## src/rtl/net_pkg.sv

```systemverilog
// Shared constants, class encoding and loader state type for the LUTNN front end.
// Latency: n/a (declarations only).
// Backpressure: n/a.
package net_pkg;

    localparam int NET_INPUTS = 400;
    localparam int NET_OUTPUT = 10;

    // Class index width and the code returned when no output bit is set.
    localparam int             CLS_W    = 4;
    localparam logic [CLS_W-1:0] CLS_NONE = 4'hF;

    typedef enum logic [1:0] {
        S_LOAD,
        S_SETTLE,
        S_RESULT
    } loader_state_t;

endpackage

```

## src/rtl/net_frame_loader_if.sv

```systemverilog
// Image-beat input stream plus decoded-result output stream of the frame loader.
// Latency: n/a (wires only).
// Backpressure: IN_READY throttles the beat source; RES_READY holds the result.
// Ports: IN_DATA/IN_VALID/IN_LAST/IN_READY (beats), RES_CLASS/RES_MULTI/RES_VALID/RES_READY (result).
// Modports: master = host/consumer side, slave = loader side.
interface net_frame_loader_if #(
    parameter int BEAT_W = 8
);
    import net_pkg::*;

    logic [BEAT_W-1:0] IN_DATA;
    logic              IN_VALID;
    logic              IN_LAST;
    logic              IN_READY;

    logic [CLS_W-1:0]  RES_CLASS;
    logic              RES_MULTI;
    logic              RES_VALID;
    logic              RES_READY;

    modport master (
        output IN_DATA, IN_VALID, IN_LAST, RES_READY,
        input  IN_READY, RES_CLASS, RES_MULTI, RES_VALID
    );

    modport slave (
        input  IN_DATA, IN_VALID, IN_LAST, RES_READY,
        output IN_READY, RES_CLASS, RES_MULTI, RES_VALID
    );

endinterface

```

## src/rtl/net_class_decode.sv

```systemverilog
// Decodes the network output vector to the lowest set class index, none and multi flags.
// Latency: combinational.
// Backpressure: none.
// Ports: vec (NET_O bits) in; cls (CLS_NONE when vec==0), none, multi (popcount > 1) out.
module net_class_decode import net_pkg::*; #(
    parameter int N = NET_OUTPUT
) (
    input  logic [N-1:0]     vec,
    output logic [CLS_W-1:0] cls,
    output logic             none,
    output logic             multi
);

    // Scan from the top down so the lowest set bit is the last to win.
    always_comb begin
        cls = CLS_NONE;
        for (int i = N - 1; i >= 0; i--) begin
            if (vec[i]) begin
                cls = CLS_W'(i);
            end
        end
    end

    assign none  = (vec == '0);
    assign multi = ($countones(vec) > 1);

endmodule

```

## src/rtl/net_frame_loader.sv

```systemverilog
// Assembles NET_I from BEAT_W-wide beats, waits SETTLE_CYCLES for the network, returns the decoded class.
// Latency: last beat accepted at edge t -> RES_VALID after edge t+SETTLE_CYCLES; frame period BEATS+SETTLE_CYCLES+1.
// Backpressure: IN_READY only in LOAD; result held until RES_READY, beats ignored meanwhile.
// Ports: CLK, RST_N (async active-low), io (slave stream bundle), NET_I/NET_O to/from the netlist,
//        ERR one-cycle framing-error pulse, BUSY high in SETTLE/RESULT.
// Option: NET_LOADER_RAW_EN adds RES_RAW, the captured NET_O, valid with RES_VALID.
module net_frame_loader #(
    parameter int NET_INPUTS    = net_pkg::NET_INPUTS,
    parameter int NET_OUTPUT    = net_pkg::NET_OUTPUT,
    parameter int BEAT_W        = 8,
    parameter int SETTLE_CYCLES = 2
) (
    input  logic                  CLK,
    input  logic                  RST_N,
    net_frame_loader_if.slave     io,
    output logic [NET_INPUTS-1:0] NET_I,
    input  logic [NET_OUTPUT-1:0] NET_O,
    output logic                  ERR,
    output logic                  BUSY
`ifdef NET_LOADER_RAW_EN
    ,
    output logic [NET_OUTPUT-1:0] RES_RAW
`endif
);
    import net_pkg::*;

    // NET_INPUTS must be a multiple of BEAT_W and SETTLE_CYCLES at least 1.
    localparam int BEATS = NET_INPUTS / BEAT_W;
    localparam int BCW   = (BEATS > 1) ? $clog2(BEATS) : 1;
    localparam int SCW   = (SETTLE_CYCLES > 1) ? $clog2(SETTLE_CYCLES) : 1;

    loader_state_t    state, state_nxt;
    logic [BCW-1:0]   beat_cnt;
    logic [SCW-1:0]   settle_cnt;
    logic             in_hs, capture, res_hs, last_beat;

    logic [CLS_W-1:0] dec_cls;
    logic             dec_none, dec_multi;

    net_class_decode #(.N(NET_OUTPUT)) u_decode (
        .vec   (NET_O),
        .cls   (dec_cls),
        .none  (dec_none),
        .multi (dec_multi)
    );

    // Both are pure state decodes: no path from IN_* into the ready/busy outputs.
    assign io.IN_READY = (state == S_LOAD);
    assign BUSY        = (state != S_LOAD);
    assign last_beat   = (beat_cnt == BCW'(BEATS - 1));

    always_ff @(posedge CLK or negedge RST_N) begin
        if (!RST_N) begin
            state <= S_LOAD;
        end else begin
            state <= state_nxt;
        end
    end

    always_comb begin
        state_nxt = state;
        in_hs     = 1'b0;
        capture   = 1'b0;
        res_hs    = 1'b0;
        case (state)
            S_LOAD: begin
                in_hs = io.IN_VALID;
                if (in_hs && last_beat && io.IN_LAST) begin
                    state_nxt = S_SETTLE;
                end
            end
            S_SETTLE: begin
                if (settle_cnt == SCW'(SETTLE_CYCLES - 1)) begin
                    capture   = 1'b1;
                    state_nxt = S_RESULT;
                end
            end
            S_RESULT: begin
                if (io.RES_READY) begin
                    res_hs    = 1'b1;
                    state_nxt = S_LOAD;
                end
            end
            default: state_nxt = S_LOAD;
        endcase
    end

    always_ff @(posedge CLK or negedge RST_N) begin
        if (!RST_N) begin
            beat_cnt     <= '0;
            settle_cnt   <= '0;
            NET_I        <= '0;
            ERR          <= 1'b0;
            io.RES_VALID <= 1'b0;
            io.RES_CLASS <= '0;
            io.RES_MULTI <= 1'b0;
        end else begin
            // Framing error: IN_LAST disagrees with the beat position (early or missing).
            ERR <= in_hs && (io.IN_LAST != last_beat);

            if (in_hs) begin
                NET_I[int'(beat_cnt) * BEAT_W +: BEAT_W] <= io.IN_DATA;
                // Any IN_LAST or the final slot restarts the frame; an aborted
                // partial frame is simply overwritten by the next one.
                beat_cnt <= (last_beat || io.IN_LAST) ? '0 : beat_cnt + 1'b1;
            end

            settle_cnt <= (state == S_SETTLE) ? settle_cnt + 1'b1 : '0;

            if (capture) begin
                io.RES_VALID <= 1'b1;
                io.RES_CLASS <= dec_none ? CLS_NONE : dec_cls;
                io.RES_MULTI <= dec_multi;
            end else if (res_hs) begin
                io.RES_VALID <= 1'b0;
            end
        end
    end

`ifdef NET_LOADER_RAW_EN
    always_ff @(posedge CLK or negedge RST_N) begin
        if (!RST_N) begin
            RES_RAW <= '0;
        end else if (capture) begin
            RES_RAW <= NET_O;
        end
    end
`endif

endmodule

```

## src/flat_wrapper.sv

```systemverilog
// flat-port wrapper written by rule: the top's interface ports become plain ports
module net_frame_loader_flat import net_pkg::*;
#(
    parameter int NET_INPUTS    = net_pkg::NET_INPUTS,
    parameter int NET_OUTPUT    = net_pkg::NET_OUTPUT,
    parameter int BEAT_W        = 8,
    parameter int SETTLE_CYCLES = 2
)
  (CLK, RST_N, NET_I, NET_O, ERR, BUSY, io_IN_DATA, io_IN_VALID, io_IN_LAST, io_RES_READY, io_IN_READY, io_RES_CLASS, io_RES_MULTI, io_RES_VALID);
  net_frame_loader_if #(.BEAT_W(BEAT_W)) io_i ();
  input  logic CLK;
  input  logic RST_N;
  output logic [NET_INPUTS-1:0] NET_I;
  input  logic [NET_OUTPUT-1:0] NET_O;
  output logic ERR;
  output logic BUSY;
  input wire logic [$bits(io_i.IN_DATA)-1:0] io_IN_DATA;
  input wire logic [$bits(io_i.IN_VALID)-1:0] io_IN_VALID;
  input wire logic [$bits(io_i.IN_LAST)-1:0] io_IN_LAST;
  input wire logic [$bits(io_i.RES_READY)-1:0] io_RES_READY;
  output wire logic [$bits(io_i.IN_READY)-1:0] io_IN_READY;
  output wire logic [$bits(io_i.RES_CLASS)-1:0] io_RES_CLASS;
  output wire logic [$bits(io_i.RES_MULTI)-1:0] io_RES_MULTI;
  output wire logic [$bits(io_i.RES_VALID)-1:0] io_RES_VALID;
  assign io_i.IN_DATA = io_IN_DATA;
  assign io_i.IN_VALID = io_IN_VALID;
  assign io_i.IN_LAST = io_IN_LAST;
  assign io_i.RES_READY = io_RES_READY;
  assign io_IN_READY = io_i.IN_READY;
  assign io_RES_CLASS = io_i.RES_CLASS;
  assign io_RES_MULTI = io_i.RES_MULTI;
  assign io_RES_VALID = io_i.RES_VALID;
  net_frame_loader #(.NET_INPUTS(NET_INPUTS), .NET_OUTPUT(NET_OUTPUT), .BEAT_W(BEAT_W), .SETTLE_CYCLES(SETTLE_CYCLES)) u_core (.CLK(CLK), .RST_N(RST_N), .io(io_i), .NET_I(NET_I), .NET_O(NET_O), .ERR(ERR), .BUSY(BUSY));
endmodule
```

## config.mk

```make
export PLATFORM = sky130hd
export DESIGN_NAME = net_frame_loader_flat
export DESIGN_NICKNAME = d
export VERILOG_FILES = /design/src/rtl/net_pkg.sv /design/src/rtl/net_frame_loader_if.sv /design/src/rtl/net_class_decode.sv /design/src/rtl/net_frame_loader.sv /design/src/flat_wrapper.sv
export SDC_FILE = /design/constraint.sdc
export NUM_CORES = 1
export LEC_CHECK = 0
export CORE_MARGIN = 5
export CORE_UTILIZATION = 40
export CTS_BUF_LIST = sky130_fd_sc_hd__clkbuf_4 sky130_fd_sc_hd__clkbuf_8
export CTS_CLUSTER_SIZE = 14
export DETAILED_ROUTE_END_ITERATION = 12
export HOLD_SLACK_MARGIN = 0.08
export PLACE_DENSITY_LB_ADDON = 0.2
export SETUP_SLACK_MARGIN = 0.15
export SLEW_MARGIN = 20
export SYNTH_ARGS = -nofsm -noshare
export SYNTH_HDL_FRONTEND = slang
export SYNTH_HIERARCHICAL = 1
export SYNTH_SLANG_ARGS = --single-unit
```

## constraint.sdc

```tcl
create_clock -name CLK -period 3.91 [get_ports CLK]
set_clock_uncertainty 0.2 [all_clocks]
set_input_delay 1.173 -clock CLK [delete_from_list [all_inputs] [get_ports CLK]]
set_output_delay 1.173 -clock CLK [all_outputs]
set_load 0.02 [all_outputs]
```

Word-level counts from Yosys, hierarchy flattened. Index checks and enable logic that the tools add are counted. W data, S select, Z words.

$lt $le $gt $ge: 1. Equal/unequal tests: 7. Shift operators: 2. Add/subtract/negate cells: 12. Multiplexer cells: 25. Reductions and logical operators: 9.

Operator list (number): $bwmux W400 (1); $shift A8 B33 Y400 const A (1); $shiftx A8 B33 Y400 (1); $mux W4 (10); $neg A9 Y33 (1); $add A1 B1 Y2 (5); $logic_not A10 Y1 (1); $mux W1 (8); $add A2 B2 Y3 (2); $add A6 B1 Y6 const B (1); $eq A6 B6 Y1 const B (1); $mux W2 (3); $mux W6 (1); $pmux W2 S3 (1); $add A4 B2 Y5 (1); $gt A5 B1 Y1 const B (1); $add A3 B3 Y4 (1); $ne A2 B1 Y1 const B (2); $reduce_bool A2 Y1 (2); $logic_and A1 B1 Y1 (3); $mux W3 (1); $reduce_and A3 Y1 (1); $eq A2 B1 Y1 const B (1); $eq A2 B2 Y1 const B (1); 5 further kinds (5).

Flip-flop bits (word level): 416. Output and inout port bits: 409. Word-level logic and storage cells: 64.

Longest topological paths before layout. Gate-level depths: netlist of run 1.

Depth after elaboration: 11. Depth in mapped cells: 12. Depth with buffers taken out: 10.

Cells and area by module. The synthesis of run 1 kept the hierarchy.

By module, submodules not included: net_frame_loader (area an instance 17613.1 µm², instances 1, cells an instance 1516, sequential area each 10410.0 µm²); net_class_decode (area an instance 321.6 µm², instances 1, cells an instance 40, sequential area each 0.0 µm²).

Least setup slack after synthesis of run 1. Ideal clock, no wire load.

Path type: input to register. Start: in NET_O[0]. End: reg u_core.io.RES_MULTI. Cell stages on the path: 9. Arrival: 3721 ps. Path buffers: 0. Slack: -135 ps. Cells stage by stage: inv_1 -> fa_1 -> fa_1 -> fa_1 -> inv_1 -> ha_1 -> fa_1 -> o21bai_1 -> mux2_2.

Cells in the longest elaborated chain, start to end: 5.

Ends and longest elaborated chain: from (decl) (line flat_wrapper.sv:14) `input logic [NET_OUTPUT-1:0] NET_O;`; $add A1 B1 Y2 (implied by the code) (line net_class_decode.sv:25) `assign multi = ($countones(vec) > 1);`; $add A2 B2 Y3 (implied by the code) (line net_class_decode.sv:25); $add A3 B3 Y4 (implied by the code) (line net_class_decode.sv:25); $add A4 B2 Y5 (implied by the code) (line net_class_decode.sv:25); $gt A5 B1 Y1 (line net_class_decode.sv:25); via u_core.dec_multi (line net_frame_loader.sv:38) `logic dec_none, dec_multi;`; to (signal assigned) (line net_frame_loader.sv:113) `io.RES_MULTI <= dec_multi;`; to (decl) (line net_frame_loader_if.sv:28) `output IN_READY, RES_CLASS, RES_MULTI, RES_VALID`.

The timed path passes the listed nets, and every way through them passes these cells. A chain may end at the register's enable or synchronous reset.

Worst setup path after layout of run 1.
Start: in NET_O[5]. End: reg u_core.io.RES_MULTI.

Same word-level chain as after synthesis.

==> results of run 1 <==
## cell type report
| class | count | area, µm² | share of cell area [%] |
|---|---|---|---|
| tap | 592 | 741 | 2.96 |
| inverter | 46 | 173 | 0.690 |
| timing repair buffer | 538 | 5220 | 20.9 |
| clock buffer | 110 | 1370 | 5.47 |
| multi-input combinational | 1007 | 7020 | 28.1 |
| antenna | 2 | 5.00 | 0.0200 |
| clock inverter | 13 | 86.3 | 0.345 |
| sequential | 416 | 10400 | 41.6 |
## cell usage in the layout (no fill, tap or decap), types with 5 or more instances in the layout
cell | netlist | layout
nor3_4 | 6 | 6
buf_4 | 3 | 98
o211ai_1 | 5 | 5
o2111ai_1 | 7 | 7
nand4_1 | 7 | 7
a21o_1 | 12 | 12
and2_1 | 5 | 5
ha_1 | 8 | 7
clkdlybuf4s50_1 | 0 | 424
o21ai_0 | 141 | 141
dfrtp_1 | 416 | 416
buf_12 | 0 | 9
mux2_1 | 31 | 31
nand3_1 | 62 | 62
clkbuf_8 | 0 | 87
fa_1 | 6 | 6
clkbuf_4 | 0 | 23
mux2_4 | 8 | 8
nor4_1 | 6 | 5
clkinv_2 | 0 | 6
mux2i_1 | 19 | 19
o31ai_1 | 27 | 27
inv_1 | 45 | 42
nor2_4 | 11 | 11
nand2b_1 | 6 | 6
or2_1 | 7 | 7
nor2b_1 | 9 | 9
nor3_1 | 31 | 31
nand2_1 | 213 | 213
mux2_2 | 188 | 188
a21oi_1 | 6 | 6
and3_1 | 21 | 21
nor2_1 | 107 | 107
## worst min-delay path, cell delays in order (launching register included)
cell     delay [ns]
dfrtp_1        0.34
nand2_1        0.05
o31ai_1        0.05
## through the flow
stage | std cells | utilization, %
finish | 2724 | 56.5
global route | 2724 | 56.5
CTS | 2721 | 56.5
detailed placement | 2598 | 53.2
global placement | 2598 | 53.2
floorplan | 1556 | -
## report_power, final
| group | total [mW] | switching, mW | internal (mW) |
|---|---|---|---|
| clock | 4.03 | 1.79 | 2.23 |
| combinational | 1.34 | 0.941 | 0.394 |
| sequential | 4.42 | 0.0472 | 4.37 |
## cells by family after synthesis
family / after synthesis / share of synthesized area (%)
XOR/XNOR: 7 / 0.488
flip-flops: 416 / 58.0
adder cells (fa/ha/maj): 14 / 1.23
AND/OR/NAND/NOR: 521 / 14.3
multiplexers: 246 / 15.5
AO/OA/AOI/OAI: 219 / 7.35
buffers and inverters: 133 / 3.08
## cells in the mapped netlist, drive strengths merged (6+ instances only)
cell,count
mux2,227
o31ai,27
fa,6
o2111ai,7
o21ai,145
nand2b,6
and3,21
dfrtp,416
or2,9
inv,46
mux2i,19
clkbuf,52
nor4,11
nor3,38
ha,8
a21o,12
nand3,62
buf,35
a21oi,6
nand4,7
nor2b,9
nor2,121
nand2,215
## sequential cells by signal, indices dropped and copies added, names as in the netlist
| signal | count |
|---|---|
| u_core/NET_I | 400 |
| u_core/beat_cnt | 6 |
| u_core/io.RES_CLASS | 4 |
| u_core/state | 2 |
| u_core/ERR | 1 |
| u_core/io.RES_MULTI | 1 |
| u_core/io.RES_VALID | 1 |
| u_core/settle_cnt | 1 |
## layer usage
layer  up-vias  global-route usage (%)  share of wire (%)
li1       6428                       -                  -
met1      7152                    31.9                 42
met2       466                    41.5                 48
met3        95                    7.22                7.1
met4         0                    8.29                2.7
met5         -                       0                  0
## worst paths after layout
check                      cells after the start  slack, ns             endpoint
min in group asynchronous                      1       0.33     u_core/NET_I[65]
max in group asynchronous                      2       2.24    u_core/NET_I[275]
max                                           10       0.22  u_core/io.RES_MULTI
max reg2reg                                    5       0.30     u_core/NET_I[11]
min                                            2       0.27     u_core/NET_I[47]
min reg2reg                                    2       0.27     u_core/NET_I[47]
## repair_timing
item                       CTS  global route
setup endpoints to repair    1             1
resized for setup            9             8
pin swaps                    3             5
hold buffers                 0             0
setup buffers                0             1
==> run_results.csv, run 1 <==
group,metric,value,unit
floorplanning,fp.dieW,222,µm
synth,synth_ff_type,"dfrtp_1",
synth,synthArstFlopShare,100,%
clock_network,numClockSinks,416,
synth,synth_edf_count,0,
timing,finalSetupTns,0,ns
worst_hold_path,hp-start,"u_core/NET_I[47]",
worst_setup_path,cp.required,4.22,ns
worst_setup_path,cp-startpoint,"NET_O[5]",
route,drt_pass1_iterations,5,
global_routing,overflow,0,
power_and_ir_drop,finalPower,9.78,mW
synth,synthesis.area,17900,µm²
timing,setup_viol,0,
final_layout,finish.instance_area,25000,µm²
final_layout,drive_gt1_share,22.4,%
worst_setup_path,cp_top_family,"adder cells",
worst_setup_path,path_class,"input pin to flip-flop",
final_layout,nets,2119,
clock_network,cts_inserted_buffers,73,
clock_network,clock_path_buffers,3,
route,drc,0,
global_routing,grt_pass1_vias,15100,
clock_network,clk_latency,0.63,ns
final_layout,fillers,3837,
timing,final-hold-violation-count,0,
route,vias,14100,
global_routing,grt_max_degree,87,
power_and_ir_drop,p_per_area,391,nW/µm²
timing,slew_viol_final,0,
floorplanning,io-pin-count,432,
global_routing,grt_first_pass_wirelength,95600,µm
synth,synth.top_cell.area_share,58.0,%
clock_network,cts_tree,"yes",
synth,synth-seq-cells,416,
place,portBuffers,431,
worst_setup_path,start_kind,"input pin",
synth,yosys_warnings,6,
place,placed_area,23600,µm²
floorplanning,die_y,222,µm
place,dp_hpwl,46200,µm
synth,yosys.area.top_type,"dfrtp_1",
power_and_ir_drop,peakVddDrop,0.267,mV
worst_setup_path,cp.arrival,3.99,ns
power_and_ir_drop,p_leak,11.3,nW
timing,period_share,94.3,%
worst_setup_path,path_cells,"dlygate4sd2_1 -> fa_1 -> inv_1 -> fa_1 -> fa_1 -> inv_1 -> ha_2 -> fa_1 -> o21bai_1 -> mux2_2",
floorplanning,coreArea,44300,µm²
synth,synth_nets,1593,
worst_setup_path,path_common_cell,"fa_1",
worst_setup_path,worst-path-buf-inv,3,
clock_network,path_clk_slew,0.06,ns
route,routed_via_density,5.19,
floorplanning,initial_core_util,40.5,%
route,drt_wl_total,62700,µm
worst_setup_path,slowest_stage,"fa_1",
final_layout,area_delta_synth_final,39.5,%
floorplanning,dieArea,49200,µm²
job,cap_violations,0,
route,ant_nets,0,
timing,rsz0062_at_grt,"false",
synth,synth_cells,1556,
floorplanning,num_rows,77,
route,avgRoutedWirePerCell,23.0,µm
worst_setup_path,critPathMaxStageDelay,0.49,ns
place,place_congestion,0.884,
timing,period_minus_slack,3.69,ns
worst_setup_path,r2r_start,"u_core/beat_cnt[3]",
global_routing,antenna_found_initial,2,
synth,ys_top_cells_by_area,"dfrtp_1, mux2_2, nand2_1",
worst_setup_path,critPathMaxFanout,2,
synth,syn_avg_cell_area,11.5,µm²
place,pre_cts_slack,-0.713,ns
synth,synth.yosys.seq_area_share,58.0,%
timing,fin_ws,0.223,ns
timing,relSlewSlack,20.8,%
timing,fin_hold_ws,0.275,ns
run_status,status,"finished, final reports clean",
global_routing,grt_usage,25.1,%
worst_hold_path,min_path_type,"flip-flop to flip-flop",
clock_network,root_buffer,"clkbuf_8",
timing,max_freq,271,MHz
route,drtIter0Drc,1054,
worst_setup_path,endpoint_kind,"flip-flop",
synth,synth.distinct_cells,69,
clock_network,htreeDepth,3,
timing,tightest_slew,1.18,ns
(Power assumes the default switching activity.)
==> inputs of run 2 (changes only) <==
--- a/config.mk
+++ b/config.mk
@@ -18,3 +18,4 @@
 export SYNTH_HDL_FRONTEND = slang
 export SYNTH_HIERARCHICAL = 1
 export SYNTH_SLANG_ARGS = --single-unit
+export TNS_END_PERCENT = 1
==> results of run 2 <==
No change in the layout: final DEF, timing and power equal those of run 1.
==> patch 1: new RTL, flow settings as in run 1 <==
`BEAT_W` is set to 8 in 3 places; all go to 16.
--- a/src/rtl/net_frame_loader_if.sv
+++ b/src/rtl/net_frame_loader_if.sv
@@ -5,5 +5,5 @@
 // Modports: master = host/consumer side, slave = loader side.
 interface net_frame_loader_if #(
-    parameter int BEAT_W = 8
+    parameter int BEAT_W = 16
 );
     import net_pkg::*;
--- a/src/rtl/net_frame_loader.sv
+++ b/src/rtl/net_frame_loader.sv
@@ -8,5 +8,5 @@
     parameter int NET_INPUTS    = net_pkg::NET_INPUTS,
     parameter int NET_OUTPUT    = net_pkg::NET_OUTPUT,
-    parameter int BEAT_W        = 8,
+    parameter int BEAT_W        = 16,
     parameter int SETTLE_CYCLES = 2
 ) (
--- a/src/flat_wrapper.sv
+++ b/src/flat_wrapper.sv
@@ -4,5 +4,5 @@
     parameter int NET_INPUTS    = net_pkg::NET_INPUTS,
     parameter int NET_OUTPUT    = net_pkg::NET_OUTPUT,
-    parameter int BEAT_W        = 8,
+    parameter int BEAT_W        = 16,
     parameter int SETTLE_CYCLES = 2
 )
Interface: changed (resized io_IN_DATA); port bits go from 432 to 440. The function was not compared with the original's and may differ.
==> patch 1 against run 1 <==
  * Die area down 0.94%
  * Area after synthesis down 0.98%
  * Cell area decreased by 2.0%
  * Core utilization fell by 0.79 points
  * Setup slack worse by 0.015 ns
  * Sequential cell count shrank 1
  * Routed wire length grew 4.8%
  * Highest routed layer unchanged
Power is not compared: it rests on default switching activity, and its combinational part moved more than twofold at a synthesized area within 25%.
==> patch 1: results (changes against run 1) <==
Arrival time worst endpoint: 4.01 ns (+0.02 ns)
Synth unique cells: 63 (-8.7%)
Reg2reg end: u_core/NET_I[81]$_DFFE_PN0P_
Largest net degree at the start of global routing: 80 (-8.0%)
Antenna violations before repair: 3 (+1)
Depth of the CTS H-tree: 3 (unchanged)
Met3 WL: 6.457 mm (+45%)
GPL Wtd Cong: 0.8592 (-2.8%)
Sequential area share after synthesis: 58.48% (+0.44 points)
Biggest regs: u_core/NET_I x400, u_core/beat_cnt x5, u_core/io.RES_CLASS x4
Cts bufs inserted: 71 (-2.7%)
Post-Syn Nets: 1635 (+2.6%)
Syn_area_per_cell: 11.16 um2 (-3.2%)
Critical Path Start: NET_O[9]
WL met2: 30.40 mm (about the same)
Non-filler cells, final: 2691 (-1.2%)
Tmin final: 3.702 ns (+0.01460 ns)
Final WL: 65.66 mm (+4.8%)
Hold path endpoint: u_core/io.RES_CLASS[2]$_DFFE_PN0P_
Top cells by count, synth: 415 x dfrtp_1, 333 x o21ai_0, 166 x mux2_2
Hpwl dp: 46.16 mm (-0.17%)
Hold Crit Start: u_core/io.RES_CLASS[2]$_DFFE_PN0P_
Total GRT Usage: 26.36% (+1.3 points)
Fillers: 3778 (-1.5%)
Placed Area: 23050 um2 (-2.2%)
Setup WS pre-CTS: -0.6998 ns (+0.01290 ns)
WL met1: 26.30 mm (+0.65%)
Worst path top cell family by delay: adder cells
RR Startpoint: u_core/beat_cnt[1]$_DFFE_PN0P_
Count of input and output buffers: 439 (+1.9%)
Status: completed
Share of layout cells above drive strength 1: 19.98% (-2.5 points)
R2R cell count: 9 (+4)
Largest cells by area after synthesis: dfrtp_1 58%, mux2_2 11%, o21ai_0 9.4%, clkbuf_1 2.2%, nand2_1 2.1%
DP Cell Count: 2566 (-1.2%)
Minimum hold slack: 0.2811 ns (+0.006234 ns)
Drt via density: 5.534 (+6.6%)
Number of global-route vias before repair: 14860 (-1.4%)
Initial DRC Count: 1206 (+14%)
Internal reg-to-reg setup slack: 0.42 ns (+0.12 ns)
[patch 1: changes by cell type after synthesis, moves of 22 or more]
cell / run 1 / this run
nor2_1: 107 / 69
mux2_2: 188 / 166
nand2_1: 213 / 100
o21ai_0: 141 / 333
clkbuf_1: 52 / 102
mux2_1: 31 / 1
o41ai_1: 2 / 39
o31ai_1: 27 / 50
nor3_1: 31 / 6
[patch 1: cells by family (layout without fill, tap and decap cells)]
logic type                 after synthesis  after routing  share of synthesized area (%)
AOI/OAI and AO/OA                      445            445                          14.25
xor gates and xnor gates                 3              3                         0.1480
adders and majority gates               13             13                          1.170
buffers and inverters                  199            705                          4.664
DFF                                    415            415                          58.48
muxes                                  186            186                          11.75
other                                    0              2                              0
and+or+nand+nor                        330            330                          9.547
[patch 1: cell type report]
class                      count  area (um2)  share of cell area [%]
antenna                        2       5.005                 0.02041
clock buffer                 118        1430                   5.833
clock inverter                 5       33.78                  0.1378
inverter                      58       217.7                  0.8880
multi-input combinational    977        6614                   26.98
sequential                   415       10390                   42.36
tap                          592       740.7                   3.021
timing repair buffer         524        5091                   20.77
[patch 1: routing by layer]
| metal | vias to the layer above | GRT usage (%) |
|---|---|---|
| met4 | 0 | 10.63 |
| li1 | 6554 | - |
| met2 | 721 | 41.12 |
| met5 | - | 0 |
| met3 | 143 | 8.100 |
| met1 | 7475 | 34.58 |
[patch 1: what timing repair did]
item / CTS / global route
setup endpoints to repair: 1 / 56
pin swaps: 2 / 2
gates resized for setup: 8 / 6
hold endpoints to repair: 0 / 0
[patch 1: power groups by stage]
stage	clock (mW)	sequential, mW	combinational [mW]
global route	4.34	4.93	3.06
floorplan	0	5.37	0.943
finish	4.06	4.88	2.88
CTS	4.16	4.89	2.89
global placement	0	4.95	2.85
detailed placement	0	4.96	2.88
==> patch 2: new RTL, flow settings as in run 1 <==
Made on the original files. The 3 states of `loader_state_t` get a one-hot encoding in 3 bits.
--- a/src/rtl/net_pkg.sv
+++ b/src/rtl/net_pkg.sv
@@ -11,8 +11,8 @@
     localparam logic [CLS_W-1:0] CLS_NONE = 4'hF;
 
-    typedef enum logic [1:0] {
-        S_LOAD,
-        S_SETTLE,
-        S_RESULT
+    typedef enum logic [2:0] {
+        S_LOAD   = 3'b001,
+        S_SETTLE = 3'b010,
+        S_RESULT = 3'b100
     } loader_state_t;
 
Check against the original RTL: no difference found for any inputs over 4 cycles, from zero or initial values and one cycle with RST_N low; so few cycles prove little.
==> patch 2 against run 1 <==
  * Synthesized cell count decreased by 2.5%
  * Die area fell by 2.5%
  * Global-route usage decreased by 0.80 points
  * Area after synthesis shrank 2.6%
  * Sequential cell count is 1 higher
  * Setup slack got worse by 0.048 ns
  * Routed wire length fell by 6.6%
  * Largest power group unchanged
  * Power increased by 3.3%
  * Cell area shrank 2.4%
  * First-iteration DRC count down 14%
  * Sequential share of layout area increased by 1.2 points
  * Sequential power rose by 2%
  * Hold slack got worse by 0.038 ns
==> patch 2: results (changes against run 1) <==
Area of the multi-input gates: 6644 um2 (-5.4%)
Syn_area_per_cell: 11.52 um2 (about the same)
Adder-cell share of the synthesized area: 1.260% (+0.032 points)
Post-Syn Nets: 1554 (-2.4%)
Mux share of post-synthesis cell area: 12.97% (-2.5 points)
Slew @ Worst Pin: 0.9622 ns (-0.2212 ns)
Clock buffer count: 111 (+0.91%)
N_diodes: 0 (-2)
Cts bufs inserted: 71 (-2.7%)
DP Cell Count: 2533 (-2.5%)
Most frequent cell after synthesis: dfrtp_1
Syn Inst Count: 1517 (-2.5%)
Largest cells by area after synthesis: dfrtp_1 60%, mux2_2 12%, nand2_1 6.4%, o21ai_0 4.4%, o31ai_1 2.2%
Placed Area: 22880 um2 (-3.0%)
First-pass GRT wire length: 89.01 mm (-6.9%)
Non-clock inverters: 33 (-28%)
Sequential cell area share: 42.75% (+1.2 points)
FF+latch count: 417 (+0.24%)
Synth Area in XOR/XNOR: 0.3867% (-0.10 points)
Share of layout cells above drive strength 1: 21.65% (-0.79 points)
Largest net degree at the start of global routing: 107 (+23%)
Biggest regs: u_core/NET_I x400, u_core/beat_cnt x6, u_core/io.RES_CLASS x4
Antenna violations before repair: 1 (-1)
Slowest CP cell: fa_1
Total GRT Usage: 24.25% (-0.80 points)
Nets: 2058 (-2.9%)
Multi-input comb cells: 995 (-1.2%)
Leakage power total: 10.82 nW (-4.5%)
Buffer share of cell area: 20.19% (-0.66 points)
Sequential area share after synthesis: 59.72% (+1.7 points)
Depth of the CTS H-tree: 3 (unchanged)
Routed wire per std cell: 22.00 um (-4.4%)
Area growth syn-to-layout: 39.71%
Via count: 13590 (-3.9%)
Root Buffer: clkbuf_8
Hpwl dp: 42.64 mm (-7.8%)
Initial DRC Count: 904 (-14%)
Max incr delay on CP: 0.56 ns (+0.07 ns)
Synth unique cells: 71 (+2.9%)
GRT met3 Usage: 7.587% (+0.37 points)
GR Util met2: 39.31% (-2.2 points)
Status: completed
Fillers: 3717 (-3.1%)
GPL Wtd Cong: 0.8847 (+0.14%)
Non-CTS buffers: 503 (-6.5%)
Global-route met1 utilization: 31.56% (-0.30 points)
Top cells by count, synth: 416 x dfrtp_1, 297 x nand2_1, 179 x mux2_2
Clock network area share: 6.340% (+0.52 points)
Max reg flops: 400 (unchanged)
VDD IR max: 0.3409 mV (+28%)
Synth Area in Compound Gates: 9.151% (+1.8 points)
Final WL: 58.51 mm (-6.6%)
Critical Path Fanout Max: 2 (unchanged)
## patch 2: cell count changes after synthesis, moves of 10 or more
| cell | run 1 | this run |
|---|---|---|
| o31ai_1 | 27 | 52 |
| nand2_1 | 213 | 297 |
| nor3_1 | 31 | 17 |
| nand3_1 | 62 | 36 |
| o21ai_0 | 141 | 152 |
| and3_1 | 21 | 11 |
| mux2_1 | 31 | 8 |
| clkbuf_1 | 52 | 38 |
| inv_1 | 45 | 32 |
| nor2_1 | 107 | 76 |
| nand3_2 | 0 | 10 |
| a21o_1 | 12 | 2 |
## patch 2: timing repair
action | 4_1_cts | 5_1_grt
hold buffers | 0 | 0
setup endpoints to repair | 1 | 1
pin swaps | 4 | 3
resized for setup | 12 | 3
## patch 2: stage by stage
stage	power, mW	setup WS, ns	hold slack [ns]	TNS [ns]	util, %
floorplan	5.258	-0.1022	0.2159	-0.1022	-
CTS	10.22	0.1718	0.2234	0	56.57
detailed placement	5.968	-0.7408	0.2332	-0.7408	52.99
global route	10.51	0.1577	0.2351	0	56.55
global placement	5.952	-0.6742	0.2337	-0.6742	52.99
finish	10.10	0.1744	0.2371	0	56.55
## patch 2: power by group
part           switching [mW]  internal [mW]  total, mW  leakage, nW
Combinational           0.938          0.464       1.40         4.31
Sequential             0.0692           4.42       4.49         5.71
Clock                    1.80           2.41       4.21        0.807
Total                    2.81           7.29       10.1         10.8
## patch 2: logic make-up (layout without fill, tap and decap cells)
logic type                 Yosys count  in the layout
DFF                                417            417
adders and majority gates           14             14
AOI/OAI and AO/OA                  259            259
buffers and inverters              105            662
muxes                              203            203
and+or+nand+nor                    513            513
xor gates and xnor gates             6              6
## patch 2: final timing paths
path	start	slack (ns)	to	cells after the start
min in group asynchronous	RST_N	0.25	u_core/NET_I[385]$_DFFE_PN0P_	1
max in group asynchronous	RST_N	2.32	u_core/NET_I[363]$_DFFE_PN0P_	2
hold / removal	u_core/settle_cnt$_DFF_PN0_	0.24	u_core/settle_cnt$_DFF_PN0_	1
setup reg to reg	u_core/beat_cnt[1]$_DFFE_PN0P_	0.56	u_core/NET_I[210]$_DFFE_PN0P_	7
setup / recovery	NET_O[0]	0.17	u_core/io.RES_MULTI$_DFFE_PN0P_	10
hold reg to reg	u_core/settle_cnt$_DFF_PN0_	0.24	u_core/settle_cnt$_DFF_PN0_	1
## patch 2: metal layers
layer | up-vias | part of all wire, %
li1 | 6275 | -
met1 | 6779 | 42
met2 | 451 | 48
met3 | 80 | 8.1
met4 | 0 | 2.3
met5 | - | 0
## patch 2: worst max-delay path: cells and delay by family
kind | cells | cell delay [ns]
buf+inv | 3 | 0.33
compound gates | 1 | 0.16
mux | 1 | 0.26
fa+ha+maj | 5 | 2.13
